==> config.mk <==
export PLATFORM = sky130hd
export DESIGN_NAME = proxy_pe
export DESIGN_NICKNAME = d
export VERILOG_FILES = /design/src/rtl/proxy_pe.sv
export SDC_FILE = /design/constraint.sdc
export NUM_CORES = 1
export LEC_CHECK = 0
export CAP_MARGIN = 20
export CORE_ASPECT_RATIO = 0.8
export CORE_UTILIZATION = 45
export DETAILED_ROUTE_END_ITERATION = 10
export PLACE_DENSITY = 0.68
export SYNTH_ARGS = -nofsm -noshare
export SYNTH_HDL_FRONTEND = slang
export SYNTH_SLANG_ARGS = --single-unit
export TNS_END_PERCENT = 5
==> constraint.sdc <==
create_clock -name clk -period 6.4 [get_ports clk]
set_input_delay 1.92 -clock clk [delete_from_list [all_inputs] [get_ports clk]]
set_output_delay 1.92 -clock clk [all_outputs]
set_load 0.05 [all_outputs]
==> src/rtl/proxy_pe.sv <==
// -----------------------------------------------------------------------------
// proxy_pe
//   Spare processing element for one systolic column. On a load command it
//   latches the stationary weight of the faulty PE. On a matmul command it
//   recomputes that PE's MAC (top + left*weight). The result and valid flag
//   replace the faulty PE's bottom_out at the column output mux.
//
//   Data path: issue -> stage 1 (product, top) -> stage 2 (sum) -> output
//   register (formatted result). A beat issued at edge N appears on
//   proxy_result / proxy_result_valid after edge N+2.
//
// Ports:
//   clk, rst            clock, synchronous active-high reset
//   load_proxy          weight-load command
//   proxy_matmul        compute command
//   proxy_settings      {stat_bit, out_select, op2_select}: 001 load, 110 matmul
//   rcm_weight          weight from the faulty-PE weight mux
//   proxy_left_in       activation (already retimed)
//   proxy_top_in        partial sum entering the faulty PE
//   proxy_in_valid      left/top valid this cycle
//   proxy_result        recomputed bottom_out (holds when not valid)
//   proxy_result_valid  proxy_result valid
//   weight_loaded       a stationary weight has been captured
//   proxy_state         0 IDLE, 1 LOADED, 2 COMPUTE
//   cmd_error           sticky illegal-command flag
// -----------------------------------------------------------------------------
module proxy_pe #(
    parameter int WORD_SIZE = 16,
    parameter bit SATURATE  = 1'b0
) (
    input  logic                 clk,
    input  logic                 rst,
    input  logic                 load_proxy,
    input  logic                 proxy_matmul,
    input  logic [2:0]           proxy_settings,
    input  logic [WORD_SIZE-1:0] rcm_weight,
    input  logic [WORD_SIZE-1:0] proxy_left_in,
    input  logic [WORD_SIZE-1:0] proxy_top_in,
    input  logic                 proxy_in_valid,
    output logic [WORD_SIZE-1:0] proxy_result,
    output logic                 proxy_result_valid,
    output logic                 weight_loaded,
    output logic [1:0]           proxy_state,
    output logic                 cmd_error
);

    localparam int W  = WORD_SIZE;
    localparam int PW = 2 * WORD_SIZE;

    localparam logic [2:0] SET_LOAD   = 3'b001;
    localparam logic [2:0] SET_MATMUL = 3'b110;

    // Clamp bounds expressed at full sum width.
    localparam logic signed [PW-1:0] SUM_MAX = {{(W + 1){1'b0}}, {(W - 1){1'b1}}};
    localparam logic signed [PW-1:0] SUM_MIN = {{(W + 1){1'b1}}, {(W - 1){1'b0}}};

    typedef enum logic [1:0] {
        ST_IDLE    = 2'd0,
        ST_LOADED  = 2'd1,
        ST_COMPUTE = 2'd2
    } state_t;

    state_t state_r;
    state_t state_next_s;

    logic cmd_load_s;
    logic cmd_matmul_s;
    logic cmd_illegal_s;
    logic weight_capture_s;
    logic issue_s;
    logic error_set_s;

    logic [W-1:0]          weight_r;
    logic                  s1_valid_r;
    logic signed [PW-1:0]  s1_prod_r;
    logic [W-1:0]          s1_top_r;
    logic                  s2_valid_r;
    logic signed [PW-1:0]  s2_sum_r;
    logic signed [PW-1:0]  mul_a_s;
    logic signed [PW-1:0]  mul_b_s;
    logic signed [PW-1:0]  prod_s;
    logic signed [PW-1:0]  sum_s;

    // Wrap or clamp the full-width sum into a WORD_SIZE result.
    function automatic logic [W-1:0] format_sum(input logic signed [PW-1:0] s);
        logic [W-1:0] r;
        if (SATURATE && (s > SUM_MAX)) begin
            r = {1'b0, {(W - 1){1'b1}}};
        end else if (SATURATE && (s < SUM_MIN)) begin
            r = {1'b1, {(W - 1){1'b0}}};
        end else begin
            r = s[W-1:0];
        end
        return r;
    endfunction

    // A set of settings bits is only meaningful for the matching strobe;
    // any strobe with an unknown setting is an illegal command.
    assign cmd_load_s    = load_proxy && (proxy_settings == SET_LOAD);
    assign cmd_matmul_s  = proxy_matmul && (proxy_settings == SET_MATMUL);
    assign cmd_illegal_s = (load_proxy || proxy_matmul) &&
                           (proxy_settings != SET_LOAD) &&
                           (proxy_settings != SET_MATMUL);

    // State register.
    always_ff @(posedge clk) begin
        if (rst) begin
            state_r <= ST_IDLE;
        end else begin
            state_r <= state_next_s;
        end
    end

    // Next-state decode; LOAD takes priority, illegal commands hold state.
    always_comb begin
        state_next_s = state_r;
        case (state_r)
            ST_IDLE: begin
                if (cmd_load_s) begin
                    state_next_s = ST_LOADED;
                end else begin
                    state_next_s = ST_IDLE;
                end
            end
            ST_LOADED: begin
                if (cmd_matmul_s) begin
                    state_next_s = ST_COMPUTE;
                end else begin
                    state_next_s = ST_LOADED;
                end
            end
            ST_COMPUTE: begin
                if (cmd_load_s) begin
                    state_next_s = ST_LOADED;
                end else if (!proxy_matmul && !cmd_illegal_s) begin
                    state_next_s = ST_IDLE;
                end else begin
                    state_next_s = ST_COMPUTE;
                end
            end
            default: state_next_s = ST_IDLE;
        endcase
    end

    // Per-state control strobes: weight capture, beat issue, error set.
    always_comb begin
        weight_capture_s = 1'b0;
        issue_s          = 1'b0;
        error_set_s      = cmd_illegal_s;
        case (state_r)
            ST_IDLE: begin
                weight_capture_s = cmd_load_s;
                if (cmd_matmul_s) begin
                    error_set_s = 1'b1;
                end else begin
                    error_set_s = cmd_illegal_s;
                end
            end
            ST_LOADED: begin
                weight_capture_s = cmd_load_s;
            end
            ST_COMPUTE: begin
                weight_capture_s = cmd_load_s;
                issue_s          = proxy_in_valid;
            end
            default: begin
                weight_capture_s = 1'b0;
                issue_s          = 1'b0;
            end
        endcase
    end

    // Stationary weight and its loaded flag; weight survives leaving COMPUTE.
    always_ff @(posedge clk) begin
        if (rst) begin
            weight_r      <= {W{1'b0}};
            weight_loaded <= 1'b0;
        end else if (weight_capture_s) begin
            weight_r      <= rcm_weight;
            weight_loaded <= 1'b1;
        end else begin
            weight_r      <= weight_r;
            weight_loaded <= weight_loaded;
        end
    end

    // Sticky command error, cleared only by reset.
    always_ff @(posedge clk) begin
        if (rst) begin
            cmd_error <= 1'b0;
        end else if (error_set_s) begin
            cmd_error <= 1'b1;
        end else begin
            cmd_error <= cmd_error;
        end
    end

    // Sign-extend operands so the product is formed at full width.
    assign mul_a_s = {{W{proxy_left_in[W-1]}}, proxy_left_in};
    assign mul_b_s = {{W{weight_r[W-1]}}, weight_r};
    assign prod_s  = mul_a_s * mul_b_s;
    assign sum_s   = {{W{s1_top_r[W-1]}}, s1_top_r} + s1_prod_r;

    // Stage 1: product with the weight current at the issue edge, plus top.
    always_ff @(posedge clk) begin
        if (rst) begin
            s1_valid_r <= 1'b0;
            s1_prod_r  <= {PW{1'b0}};
            s1_top_r   <= {W{1'b0}};
        end else if (issue_s) begin
            s1_valid_r <= 1'b1;
            s1_prod_r  <= prod_s;
            s1_top_r   <= proxy_top_in;
        end else begin
            s1_valid_r <= 1'b0;
            s1_prod_r  <= s1_prod_r;
            s1_top_r   <= s1_top_r;
        end
    end

    // Stage 2: full-width accumulate.
    always_ff @(posedge clk) begin
        if (rst) begin
            s2_valid_r <= 1'b0;
            s2_sum_r   <= {PW{1'b0}};
        end else if (s1_valid_r) begin
            s2_valid_r <= 1'b1;
            s2_sum_r   <= sum_s;
        end else begin
            s2_valid_r <= 1'b0;
            s2_sum_r   <= s2_sum_r;
        end
    end

    // Output register: formatted result, held while no beat completes.
    always_ff @(posedge clk) begin
        if (rst) begin
            proxy_result_valid <= 1'b0;
            proxy_result       <= {W{1'b0}};
        end else if (s2_valid_r) begin
            proxy_result_valid <= 1'b1;
            proxy_result       <= format_sum(s2_sum_r);
        end else begin
            proxy_result_valid <= 1'b0;
            proxy_result       <= proxy_result;
        end
    end

    assign proxy_state = state_r;

endmodule

==> results.md <==
Global route:
- Entering global routing, the biggest net connects 59 pins.
- The wire length of the first global-routing pass is 30810 um.
- The via count of the first global-routing pass is 6227.
- The total overflow left after global routing is 0.
- The total routing usage reported by global routing is 21.81%.
- The initial antenna violation count is 0.

Clocking:
- TritonCTS built the clock tree.
- The number of buffers inserted during clock tree synthesis is 9.
- At the later pin of the worst-skew pair, clock insertion delay measures 0.34 ns.
- The clock drives a little under 90 sinks.
- In this run the deepest clock path goes through 2 buffers.
- After clock tree synthesis, the clock-pin slew on the worst setup and hold paths is 0.07 ns.
- The cell sitting at the root of the clock tree is a clkbuf_16.
- The depth of the CTS H-tree is 3.

Status:
- The run finished with clean final reports.

Logic synthesis:
- The mean cell area of the mapped netlist is 8.478 um^2.
- The dominant synthesized flop cell is dfxtp_1.
- The count of flip-flops with a built-in enable after synthesis is 0.
- The synthesized netlist net count is 1135.
- After synthesis the cells add up to 7825 um^2.
- Yosys mapped the design onto 45 distinct sky130hd cell types.
- The async set-or-reset flop fraction in the synthesized netlist is 0%.
- The synthesized netlist cell count is 923.
- The total number of yosys warnings is 0.
- Summing the sequential cell areas from Yosys gives 22.26% of the chip area.
- After synthesis the netlist holds a flip-flop and latch count of 87.

Critical path:
- The worst register-to-register path begins at weight_r[1].
- In this run the critical register-to-register path is captured at s1_prod_r[14].
- The type of the setup path with the least slack is primary input to flop.
- The worst register-to-register path has a depth of 19.
- The data arrival time at the worst-slack endpoint is 6.60 ns.
- The worst setup path is captured at a flop.
- Along the worst path, the maximum fanout reaches 5.
- For flop-to-flop paths, the worst setup slack is about 0.94 ns.
- The type of element launching the critical path is a primary input.
- The critical path data required time is 6.67 ns.

Finish:
- The post-route cell area is 9618 um^2.
- The layout net count is between 1000 and 1500.
- Cells with a size suffix above 1 make up 12.69% of the layout.
- The final instance count without filler cells is 1252.
- The final cell utilization of the core is a little under three fifths.
- The most frequent standard cell in the layout excluding fill and tap cells is nand2_1.
- The number of antenna cells inserted is 0.
- The library cells used most frequently in the layout, excluding fill and tap cells, are nand2_1 (169), inv_1 (126), dfxtp_1 (87), fa_1 (77), ha_1 (69).
- The area growth from synthesis to layout is 22.91%.

Drt:
- After detailed routing, the number of vias per cell comes to 4.971.
- The final layout contains routed wiring with a total length of about 19000 um.
- Summing over every cut layer, the via total after detailed routing is 6224.
- The detail route stage leaves a number of antenna-violating nets equal to 0.
- After detailed routing, the number of remaining DRC violations is 0.
- The detailed router finished its first iteration with 322 violations.
- The detailed-routing iteration count for the pre-antenna-repair pass is 4.
- The routed wire length per instance is 14.80 um.

STA:
- Measured against its own limit, the worst slew margin works out to 36.00%.
- Setup repair after global routing could not meet its margin everywhere.
- Adding up every negative setup slack in the final design gives 0 ns.
- The total count of hold-check failures in the final report is 0.
- After layout, the minimum clock period comes to 6.328 ns.
- The top achievable clock speed is 158.0 MHz.
- The slack of the critical path is 0.07195 ns.
- Clock skew on the completed layout was measured at 0.008228 ns.
- The count of endpoints failing setup in the final report is 0.
- The number of max-slew violations in the final report was 0.
- The worst hold slack after final layout is 0.4597 ns.
- In the finished design, the share of the clock period the worst path needs comes to 98.88%.
- At the pin with the least slew margin, the transition time is 0.9588 ns.

Placed design:
- The count of buffers inserted at the top-level ports is 76.
- Once placement completed, the tool counted placed cells totaling 1225.
- Once placement finished, the instance area stood at between 9000 and 10000 um^2.
- At the end of routability-driven placement, the weighted congestion stood at 0.8752.
- Summed over all nets, the half-perimeter wirelength after detailed placement is 14020 um.
- The worst slack at placement is -0.8410 ns.

Floorplanning:
- The number of top-level pins is 77.
- The initial core utilization is 46.68%.
- The width of the die is 149.4 um.
- Row generation in the floorplan step produced 42 rows.
- The die area is 17920 um^2.
- The height of the die is about 120 um.
- The total area inside the core boundary comes to 16760 um^2.

Worst hold path:
- The endpoint of the worst hold-timing path is s1_top_r[0].
- The class of the tightest hold or removal check is flop to flop.
- The startpoint of the worst hold path is s1_top_r[0].
- Along the worst hold path, the cell count comes to 2.

Pwr:
- The design draws 1.304 mW.
- In this run the power density over the cells is 135.5 nW/um^2.
- The total leakage power is 4.346 nW.
- The worst-case IR drop observed on VDD is about 0.13 mV.

Run:
- Max-cap violations in this run came to 0.
-- worst max-delay path, stage by stage --
cell and delay, ns:
buf_6 0.11, buf_6 0.13, and2_4 0.16, fa_1 0.49
inv_2 0.04, fa_1 0.47, inv_1 0.05, fa_1 0.47
inv_1 0.05, fa_1 0.48, inv_1 0.05, fa_1 0.47
inv_1 0.05, fa_1 0.49, inv_2 0.05, ha_4 0.23
a21o_1 0.19, a22o_1 0.20, a211oi_2 0.18, xnor2_1 0.14
nand2_1 0.08, a21oi_2 0.12
-- routing by layer --
layer / GRT usage, % / up-vias / share of wire [%]
li1: - / 3097 / -
met1: 33.08 / 2979 / 51
met2: 32.23 / 136 / 42
met3: 4.449 / 12 / 6.1
met4: 2.997 / 0 / 0.78
met5: 0 / - / 0
-- how the worst max path moves through the flow --
stage	from	endpoint	slack (ns)	cells after the start
3_5_place_dp	proxy_left_in[4]	s1_prod_r[15]	-0.84	25
2_1_floorplan	proxy_left_in[7]	s1_prod_r[15]	-0.06	22
5_1_grt	proxy_left_in[6]	s1_prod_r[14]	-0.15	22
4_1_cts	proxy_left_in[8]	s1_prod_r[15]	-0.06	21
6_report	proxy_left_in[5]	s1_prod_r[14]	0.07	22
3_3_place_gp	proxy_left_in[4]	s1_prod_r[12]	-0.79	21
-- cell families after synthesis --
family                   after synthesis  synth area share (%)
AO/OA/AOI/OAI                        110                 8.778
XOR/XNOR                              51                 5.980
adder cells (fa/ha/maj)              156                 32.62
buffers and inverters                173                 8.395
flip-flops                            87                 22.26
multiplexers                          28                 3.582
AND/OR/NAND/NOR                      318                 18.39
-- where the power goes --
group,switching (mW),internal [mW]
Clock,0.226,0.319
Combinational,0.101,0.105
Sequential,0.00817,0.544
Total,0.335,0.969
-- layout make-up --
class                      count  area, um^2
fill                        1509        7146
multi-input combinational    663        5590
sequential                    87        1742
timing repair buffer         134        1201
inverter                     132       495.5
tap                          220       275.3
clock buffer                  10       239.0
clock inverter                 6       75.07
-- cell usage after synthesis, drive strengths merged (8+ instances only) --
cell type,instances,area (um^2)
mux2i,28,280.3
fa,80,1602
nor2,47,176.4
clkbuf,34,127.6
xnor2,37,331.6
ha,76,950.9
xor2,13,113.9
dfxtp,87,1742
a21oi,62,317.8
and2,70,437.9
nand2,171,641.9
inv,132,495.5
a21o,10,75.07
o21ai,8,40.03
-- registers in the layout, summed over array words and instances, names as in the netlist --
register and flops:
proxy_state 2, s1_valid_r 1, proxy_result_valid 1, cmd_error 1, weight_r 16, s2_valid_r 1, s1_top_r 16, s1_prod_r 16
s2_sum_r 16, weight_loaded 1, proxy_result 16
-- what timing repair did --
action / in CTS / in global routing
resized for setup: 58 / 45
buffers inserted: 7 / 0
hold buffers: 0 / 0
pin swaps: 16 / 37
cloned: 2 / 0
endpoints found under the setup margin: 7 / 6
(Power assumes the default switching activity.)
